==> src/rtl/pipe_pkg.sv <==
// Shared encodings, instruction layout, state enum and small decode helpers
// for the instruction fetch/decode/issue stage.
package pipe_pkg;

  localparam int unsigned IMEM_DEPTH = 64;
  localparam int unsigned PC_W       = $clog2(IMEM_DEPTH);
  localparam int unsigned INSTR_W    = 28;
  localparam int unsigned FUNC_W     = 4;
  localparam int unsigned REG_W      = 4;
  localparam int unsigned ADDR_W     = 8;
  localparam int unsigned CNT_W      = 16;

  localparam logic [FUNC_W-1:0] F_ADD = 4'd0;
  localparam logic [FUNC_W-1:0] F_SUB = 4'd1;
  localparam logic [FUNC_W-1:0] F_MUL = 4'd2;
  localparam logic [FUNC_W-1:0] F_NEG = 4'd3;
  localparam logic [FUNC_W-1:0] F_MOV = 4'd4;
  localparam logic [FUNC_W-1:0] F_AND = 4'd5;
  localparam logic [FUNC_W-1:0] F_OR  = 4'd6;
  localparam logic [FUNC_W-1:0] F_XOR = 4'd7;
  localparam logic [FUNC_W-1:0] F_SLL = 4'd8;
  localparam logic [FUNC_W-1:0] F_CPY = 4'd9;
  localparam logic [FUNC_W-1:0] F_SRA = 4'd10;
  localparam logic [FUNC_W-1:0] F_SLA = 4'd11;
  localparam logic [FUNC_W-1:0] F_HLT = 4'd15;

  localparam logic [FUNC_W-1:0] F_ILL_LO = 4'd12;
  localparam logic [FUNC_W-1:0] F_ILL_HI = 4'd14;

  // Bit layout: func[27:24] rd[23:20] rs1[19:16] rs2[15:12] rsvd[11:8] addr[7:0]
  typedef struct packed {
    logic [FUNC_W-1:0] func;
    logic [REG_W-1:0]  rd;
    logic [REG_W-1:0]  rs1;
    logic [REG_W-1:0]  rs2;
    logic [3:0]        rsvd;
    logic [ADDR_W-1:0] addr;
  } instr_t;

  typedef enum logic [1:0] {
    S_IDLE = 2'd0,
    S_RUN  = 2'd1,
    S_HALT = 2'd2
  } state_e;

  function automatic logic is_illegal(input logic [FUNC_W-1:0] f);
    return (f >= F_ILL_LO) && (f <= F_ILL_HI);
  endfunction

  function automatic logic uses_rs1(input logic [FUNC_W-1:0] f);
    logic r;
    case (f)
      F_ADD, F_SUB, F_MUL, F_AND, F_OR, F_XOR,
      F_NEG, F_SLL, F_SRA, F_SLA: r = 1'b1;
      default:                    r = 1'b0;
    endcase
    return r;
  endfunction

  function automatic logic uses_rs2(input logic [FUNC_W-1:0] f);
    logic r;
    case (f)
      F_ADD, F_SUB, F_MUL, F_AND, F_OR, F_XOR,
      F_MOV, F_CPY: r = 1'b1;
      default:      r = 1'b0;
    endcase
    return r;
  endfunction

  function automatic logic [CNT_W-1:0] sat_inc(input logic [CNT_W-1:0] c);
    return (&c) ? c : c + CNT_W'(1);
  endfunction

endpackage

==> src/rtl/pipe_hazard.sv <==
// Two-slot tracker of recently issued destinations plus source-use decode;
// flags a read-after-write hazard for the word currently being fetched.
module pipe_hazard
  import pipe_pkg::*;
(
  input  logic              clk,
  input  logic              rst_n,
  input  logic              clear,
  input  logic              run,
  input  logic              issue,
  input  logic [FUNC_W-1:0] func,
  input  logic [REG_W-1:0]  rs1,
  input  logic [REG_W-1:0]  rs2,
  input  logic [REG_W-1:0]  rd,
  output logic              hazard
);

  logic             v0_q, v0_d, v1_q, v1_d;
  logic [REG_W-1:0] rd0_q, rd0_d, rd1_q, rd1_d;
  logic             rs1_hit, rs2_hit;

  // Slot 0 is the most recent issue slot; bubbles and idle cycles shift in invalid.
  always_comb begin
    v0_d  = 1'b0;
    rd0_d = '0;
    v1_d  = v0_q;
    rd1_d = rd0_q;
    if (clear) begin
      v1_d  = 1'b0;
      rd1_d = '0;
    end else if (run && issue) begin
      v0_d  = 1'b1;
      rd0_d = rd;
    end
  end

  always_comb begin
    rs1_hit = uses_rs1(func) && ((v0_q && (rd0_q == rs1)) || (v1_q && (rd1_q == rs1)));
    rs2_hit = uses_rs2(func) && ((v0_q && (rd0_q == rs2)) || (v1_q && (rd1_q == rs2)));
    hazard  = rs1_hit || rs2_hit;
  end

  always_ff @(posedge clk or negedge rst_n) begin
    if (!rst_n) begin
      v0_q  <= 1'b0;
      v1_q  <= 1'b0;
      rd0_q <= '0;
      rd1_q <= '0;
    end else begin
      v0_q  <= v0_d;
      v1_q  <= v1_d;
      rd0_q <= rd0_d;
      rd1_q <= rd1_d;
    end
  end

endmodule

==> src/rtl/pipe_issue.sv <==
// Instruction fetch/decode/issue stage: program memory, PC sequencing,
// decode and RAW bubble insertion ahead of the register-fetch/ALU pipeline.
module pipe_issue
  import pipe_pkg::*;
(
  input  logic               clk,
  input  logic               rst_n,
  input  logic               prog_we,
  input  logic [PC_W-1:0]    prog_addr,
  input  logic [INSTR_W-1:0] prog_data,
  input  logic               start,
  input  logic [PC_W-1:0]    start_pc,
  output logic [REG_W-1:0]   rs1,
  output logic [REG_W-1:0]   rs2,
  output logic [REG_W-1:0]   rd,
  output logic [FUNC_W-1:0]  func,
  output logic [ADDR_W-1:0]  addr,
  output logic               issue_valid,
  output logic               busy,
  output logic               done,
  output logic               illegal,
  output logic [CNT_W-1:0]   issue_cnt,
  output logic [CNT_W-1:0]   stall_cnt
);

  instr_t imem_q [IMEM_DEPTH];

  state_e            state_q, state_d;
  logic [PC_W-1:0]   pc_q, pc_d;
  logic              illegal_q, illegal_d;
  logic [CNT_W-1:0]  issue_cnt_q, issue_cnt_d;
  logic [CNT_W-1:0]  stall_cnt_q, stall_cnt_d;
  instr_t            slot_d;
  logic              issue_valid_q, issue_valid_d;
  logic [REG_W-1:0]  rs1_q, rs2_q, rd_q;
  logic [FUNC_W-1:0] func_q;
  logic [ADDR_W-1:0] addr_q;
  logic              busy_q, done_q;

  instr_t w;
  logic   hazard;
  logic   issue_c;
  logic   clear_c;
  logic   imem_we_c;
  logic   unused_rsvd;

  assign w           = imem_q[pc_q];
  assign unused_rsvd = ^w.rsvd;

  pipe_hazard u_hazard (
    .clk    (clk),
    .rst_n  (rst_n),
    .clear  (clear_c),
    .run    (state_q == S_RUN),
    .issue  (issue_c),
    .func   (w.func),
    .rs1    (w.rs1),
    .rs2    (w.rs2),
    .rd     (w.rd),
    .hazard (hazard)
  );

  // Next-state, PC, counters and the issue slot for this cycle.
  always_comb begin
    state_d       = state_q;
    pc_d          = pc_q;
    illegal_d     = illegal_q;
    issue_cnt_d   = issue_cnt_q;
    stall_cnt_d   = stall_cnt_q;
    slot_d        = '0;
    issue_valid_d = 1'b0;
    issue_c       = 1'b0;
    clear_c       = 1'b0;
    imem_we_c     = 1'b0;
    unique case (state_q)
      S_IDLE, S_HALT: begin
        imem_we_c = prog_we;
        if (start) begin
          state_d     = S_RUN;
          pc_d        = start_pc;
          illegal_d   = 1'b0;
          issue_cnt_d = '0;
          stall_cnt_d = '0;
          clear_c     = 1'b1;
        end
      end
      S_RUN: begin
        if (w.func == F_HLT) begin
          state_d = S_HALT;
        end else if (is_illegal(w.func)) begin
          illegal_d = 1'b1;
          pc_d      = pc_q + PC_W'(1);
        end else if (hazard) begin
          stall_cnt_d = sat_inc(stall_cnt_q);
        end else begin
          issue_c       = 1'b1;
          issue_valid_d = 1'b1;
          slot_d        = w;
          pc_d          = pc_q + PC_W'(1);
          issue_cnt_d   = sat_inc(issue_cnt_q);
        end
      end
      default: state_d = S_IDLE;
    endcase
  end

  // Program memory is deliberately outside reset so contents survive rst_n.
  always_ff @(posedge clk) begin
    if (imem_we_c) begin
      imem_q[prog_addr] <= instr_t'(prog_data);
    end
  end

  always_ff @(posedge clk or negedge rst_n) begin
    if (!rst_n) begin
      state_q       <= S_IDLE;
      pc_q          <= '0;
      illegal_q     <= 1'b0;
      issue_cnt_q   <= '0;
      stall_cnt_q   <= '0;
      issue_valid_q <= 1'b0;
      rs1_q         <= '0;
      rs2_q         <= '0;
      rd_q          <= '0;
      func_q        <= '0;
      addr_q        <= '0;
      busy_q        <= 1'b0;
      done_q        <= 1'b0;
    end else begin
      state_q       <= state_d;
      pc_q          <= pc_d;
      illegal_q     <= illegal_d;
      issue_cnt_q   <= issue_cnt_d;
      stall_cnt_q   <= stall_cnt_d;
      issue_valid_q <= issue_valid_d;
      rs1_q         <= slot_d.rs1;
      rs2_q         <= slot_d.rs2;
      rd_q          <= slot_d.rd;
      func_q        <= slot_d.func;
      addr_q        <= slot_d.addr;
      busy_q        <= (state_d == S_RUN);
      done_q        <= (state_d == S_HALT);
    end
  end

  assign rs1         = rs1_q;
  assign rs2         = rs2_q;
  assign rd          = rd_q;
  assign func        = func_q;
  assign addr        = addr_q;
  assign issue_valid = issue_valid_q;
  assign busy        = busy_q;
  assign done        = done_q;
  assign illegal     = illegal_q;
  assign issue_cnt   = issue_cnt_q;
  assign stall_cnt   = stall_cnt_q;

endmodule
==> config.mk <==
export PLATFORM = sky130hd
export DESIGN_NAME = pipe_issue
export DESIGN_NICKNAME = d
export VERILOG_FILES = /design/src/rtl/pipe_pkg.sv /design/src/rtl/pipe_hazard.sv /design/src/rtl/pipe_issue.sv
export SDC_FILE = /design/constraint.sdc
export NUM_CORES = 2
export LEC_CHECK = 0
export ABC_CLOCK_PERIOD_IN_PS = 8250
export CAP_MARGIN = 0
export CORE_MARGIN = 10
export CORE_UTILIZATION = 45
export CTS_BUF_LIST = sky130_fd_sc_hd__clkbuf_8 sky130_fd_sc_hd__clkbuf_16
export CTS_CLUSTER_DIAMETER = 30
export DETAILED_ROUTE_END_ITERATION = 10
export DONT_BUFFER_PORTS = 1
export GPL_TIMING_DRIVEN = 0
export PLACE_DENSITY_LB_ADDON = 0.15
export SYNTH_ARGS = -nofsm -noshare
export SYNTH_HDL_FRONTEND = slang
export SYNTH_SLANG_ARGS = --single-unit
==> constraint.sdc <==
create_clock -name clk -period 8.25 [get_ports clk]
set_input_delay 0.825 -clock clk [delete_from_list [all_inputs] [get_ports clk]]
set_output_delay 0.825 -clock clk [all_outputs]
set_load 0.01 [all_outputs]
---- Word-level counts from Yosys, hierarchy flattened ----
Memory sizes are Yosys's and may differ from the RTL's.
Index checks and enable logic that the tools add are counted.
storage, ports and cells
  flip-flop bits (word level) ............. 78
  memory bits (writable) .................. 1792
  bits in read-only memories .............. 32
  word-level logic and storage cells ...... 105
  memories kept ........................... 3
memories
  name              words  width  rd ports  clocked after Yosys merged registers in  wr ports  line              source
  imem_q            64     28     1         0                                        1         pipe_issue.sv:26  instr_t imem_q [IMEM_DEPTH];
  (name not given)  16     1      1         0                                        0         pipe_pkg.sv:52    case (f)
  (name not given)  16     1      1         0                                        0         pipe_pkg.sv:62    case (f)
operators by class
  $add $sub $neg .......................... 3
  order comparisons ....................... 2
  equal/unequal tests ..................... 18
  mux-type cells .......................... 42
  reductions and logical operators ........ 20
operator list
  cell                     number
  $mux W16                 9
  $mux W28                 4
  $pmux W16 S2             2
  $add A16 B1 Y16 const B  2
  $reduce_and A16 Y1       2
  $mux W6                  4
  $eq A4 B4 Y1             4
  $ne A2 B2 Y1 const B     8
  $mux W1                  15
  $mux W4                  3
  $pmux W6 S2              1
  $reduce_and A6 Y1        2
  $logic_and A1 B1 Y1      8
  $reduce_and A4 Y1        2
  $add A6 B1 Y6 const B    1
  $eq A2 B1 Y1 const B     2
  $eq A2 B2 Y1 const B     2
  $eq A4 B4 Y1 const B     1
  $ge A4 B4 Y1 const B     1
  $le A4 B4 Y1 const B     1
  $mux W2                  2
  $pmux W2 S2              1
  $logic_or A1 B1 Y1       3
  $ne A3 B3 Y1 const B     1
  4 further kinds          4

---- Longest topological paths before layout ----
An unclocked memory read counts as a cell.
  word-level depth ........................ 13
  mapped depth ............................ 19
  depth with buffers taken out ............ 11

---- By module ----
Synthesis repeated with hierarchy kept, for this count alone.
second synthesis, totals
  cells, all modules ...................... 2694
  area, all modules ....................... 62244.7 µm²
modules (own cells, without submodules)
  module       times used  cells an instance  area each (µm²)  sequential area each (µm²)
  pipe_issue   1           2642               61692.9          47825.9
  pipe_hazard  1           52                 551.8            250.2

---- Least setup slack after synthesis ----
No wires, ideal clock.
  kind .................................... input to register
  from .................................... in prog_we
  to ...................................... mem imem_q[24][0] (netlist bit) (enable)
  arrival time ............................ 3724 ps
  required time ........................... 7783 ps
  setup slack ............................. 4060 ps
  cell stages on the path ................. 3
  path buffers ............................ 0
  cells stage by stage .................... nor2b_1 > nand4b_1 > nor4_1
on the way
  longest elaborated chain between the ends .. 3
RTL lines
  item                           line               source
  start, declared                pipe_issue.sv:8    input logic prog_we,
  $mux W1                        pipe_issue.sv:75   unique case (state_q)
  $mux W1                        pipe_issue.sv:109  if (imem_we_c) begin
  $mux W1 (implied by the code)  pipe_issue.sv:110  imem_q[prog_addr] <= instr_t'(prog_data);
  end, declared                  pipe_issue.sv:26
Every way passes these cells.

==> impl_metrics.json <==
{
  "timing.fmax_ghz": 0.1435,
  "synth_ff_type": "edfxtp_1",
  "seq_area_frac_synth": 0.7600,
  "fillers": 10230,
  "slew_headroom": 0.03255,
  "ant_nets": 0,
  "synth.distinct_cells": 87,
  "cp.required_ns": 8.97,
  "gp_congestion": 0.9078,
  "max_cap_viol_count": 0,
  "vias": 34040,
  "grt_max_degree": 79,
  "synth-edff-count": 1536,
  "clk_pin_slew_ns": 0.05,
  "drv_slew": 0,
  "drc": 0,
  "clock_latency_ns": 0.90,
  "finish.utilization": 0.5613,
  "regArea_um2": 48080,
  "design_area_um2": 78330,
  "arrival_ns": 7.69,
  "status": "finished clean",
  "final-hold-violation-count": 0,
  "cts_setup_buffers": 0,
  "cts_root_buf": "clkbuf_16",
  "layout.cells.non_filler": 5420,
  "ys_top_cells_by_area": "edfxtp_1, mux4_2, dfrtp_1",
  "setup_viol": 0,
  "avgSynthCellArea_um2": 21.91,
  "place_inst": 4834,
  "ys_seq_elements": 1614,
  "htreeDepth": 5,
  "cts_buffers": 313,
  "nets": 3352,
  "core_um2": 139500,
  "clockBufferDepth": 4,
  "drt_iter0_markers": 4646,
  "multi_input_area_um2": 14740,
  "area_delta_synth_final_pct": 23.82,
  "syn_nets": 2934,
  "cp-end-kind": "register",
  "criticalPathCategory": "reg2reg",
  "firstDrtPassIters": 6,
  "drive_gt1_frac": 0.3326,
  "fin_skew_ns": 0.04378,
  "period_share": 0.8449,
  "die_w_um": 394.9,
  "synth_area_leader_cell": "edfxtp_1",
  "rows": 137,
  "irDropWorstVdd_uv": 219.6,
  "yosys.area.top_type_share": 0.7291,
  "p_per_area_nw_per_um2": 380.2,
  "io_buffer_count": 0,
  "grt_pass1_vias": 34350,
  "dieArea_um2": 156000,
  "grt_pass1_wl_um": 270900,
  "synth_cells": 2887,
  "wl_per_cell_um": 36.17,
  "antenna_found_initial": 9,
  "cts_tree": "built",
  "hp-class": "in2reg",
  "die_h_um": 394.9,
  "track_usage": 0.2482,
  "start_kind": "register",
  "layout_min_cycle_time_ns": 6.971,
  "cts_sinks": 1614,
  "synthArstFlopShare": 0.04833,
  "placed_area_um2": 67590,
  "p_leak_nw": 25.74,
  "critPathMaxFanout": 10,
  "worst_pin_slew_ns": 1.451,
  "overflow": 0,
  "holdWs_ns": 0.04528,
  "finalPower_mw": 29.78,
  "wirelength_um": 196100,
  "start_util": 0.4534,
  "viasPerCell": 6.281,
  "ios": 104,
  "hpwl_um": 126700,
  "ys_warn_count": 0,
  "synth_area_um2": 63260,
  "rsz0062_at_grt": "no"
}
## Yosys cell counts (15+ instances only)
library cell  number
edfxtp_1        1536
mux4_2           412
nor2_1            94
clkbuf_1          78
dfrtp_1           78
mux2i_1           76
nand2_1           58
buf_2             42
mux2_2            37
nor2b_1           32
nand3_1           30
and3_1            22
inv_1             20
a21oi_1           18
buf_4             17
buf_6             16
o22ai_1           15
## registers in the layout (all words and copies together) (netlist names), 2 cells and up
register,count
u_hazard.rd0_q,4
stall_cnt,16
rd,4
state_q,2
pc_q,6
rs2,4
u_hazard.rd1_q,4
issue_cnt,16
func,4
addr,8
imem_q,1536
rs1,4
## metal layers
metal  up-vias  track usage  part of all wire
li1      13250            -                 -
met1     18200       0.3330              0.39
met2      2087       0.3807              0.46
met3       508      0.06481              0.10
met4         2       0.1146             0.049
met5         -            0          0.000036
## timing repair
item,in CTS,in global routing
hold endpoints to repair,296,0
gates resized for setup,0,0
hold buffers,32,0
## kinds of logic after synthesis
kind of cell,share of synthesized area
adders and majority gates,0.0005934
AOI/OAI and AO/OA,0.02702
buffers and inverters,0.01462
xor gates and xnor gates,0.0005538
muxes,0.1694
DFF,0.7600
and+or+nand+nor,0.02783
## final cells by class
class / instances / area share
timing repair buffer: 103 / 0.02382
multi-input combinational: 1090 / 0.1881
inverter: 22 / 0.001054
clock inverter: 224 / 0.02883
clock buffer: 325 / 0.1034
buffer: 161 / 0.01081
tap: 1876 / 0.02997
antenna: 5 / 0.0001597
sequential: 1614 / 0.6138
## placed cells by master (no fill, tap or decap), types with 11 or more instances in the layout
cell,instances
nand3_1,30
mux4_2,412
buf_16,19
clkinv_1,36
clkbuf_1,74
o22ai_1,15
bufinv_16,39
buf_6,17
buf_4,21
clkinv_4,19
and3_1,22
nand4_1,14
dlygate4sd3_1,28
nand3b_1,11
a21oi_1,18
inv_6,24
mux2i_1,76
nor2_1,32
o211ai_1,13
o21ai_0,14
buf_12,51
inv_1,55
nand2_1,58
nor2_4,62
clkinv_2,45
edfxtp_1,1536
nor2b_1,31
dfrtp_1,78
mux2_2,37
clkbuf_16,322
clkinvlp_4,25
o221ai_1,12
buf_2,42
a221oi_1,13
## power by group
group	switching [mW]	internal [mW]	total [mW]
clock network	4.09	8.30	12.4
logic	4.81	3.20	8.01
registers	0.205	9.17	9.38
## metrics by stage
stage / TNS (ns) / setup slack (ns)
after detailed placement: 0 / 1.349
after CTS: 0 / 1.329
final: 0 / 1.279
after global placement: -0.08158 / -0.006106
after floorplan: 0 / 4.060
after global routing: 0 / 1.176
## worst paths after layout
check                         startpoint                end  slack (ns)  depth (start not counted)
min                        prog_data[12]     imem_q[60][12]        0.05                          0
max reg2reg                      pc_q[4]            addr[7]        1.28                         15
min in group asynchronous          rst_n  u_hazard.rd0_q[0]        0.65                          2
min reg2reg                      illegal            illegal        0.59                          2
max                              pc_q[4]            addr[7]        1.28                         15
max in group asynchronous          rst_n      stall_cnt[11]        7.13                          2
## critical path, stage by stage (launching register included)
cell and delay [ns]:
dfrtp_1 0.40, clkbuf_1 0.32, inv_1 0.40, clkbuf_1 1.00, clkbuf_1 1.00, o221ai_1 0.29
a221oi_1 0.80, o21ai_0 0.18, o2111ai_1 0.11, o31ai_1 0.13, a22oi_2 0.27, o22ai_4 0.18
nand2_4 0.17, nand3_1 0.48, clkbuf_2 0.51, nor2b_1 0.49
No activity file was read; power rests on OpenSTA's default activity.
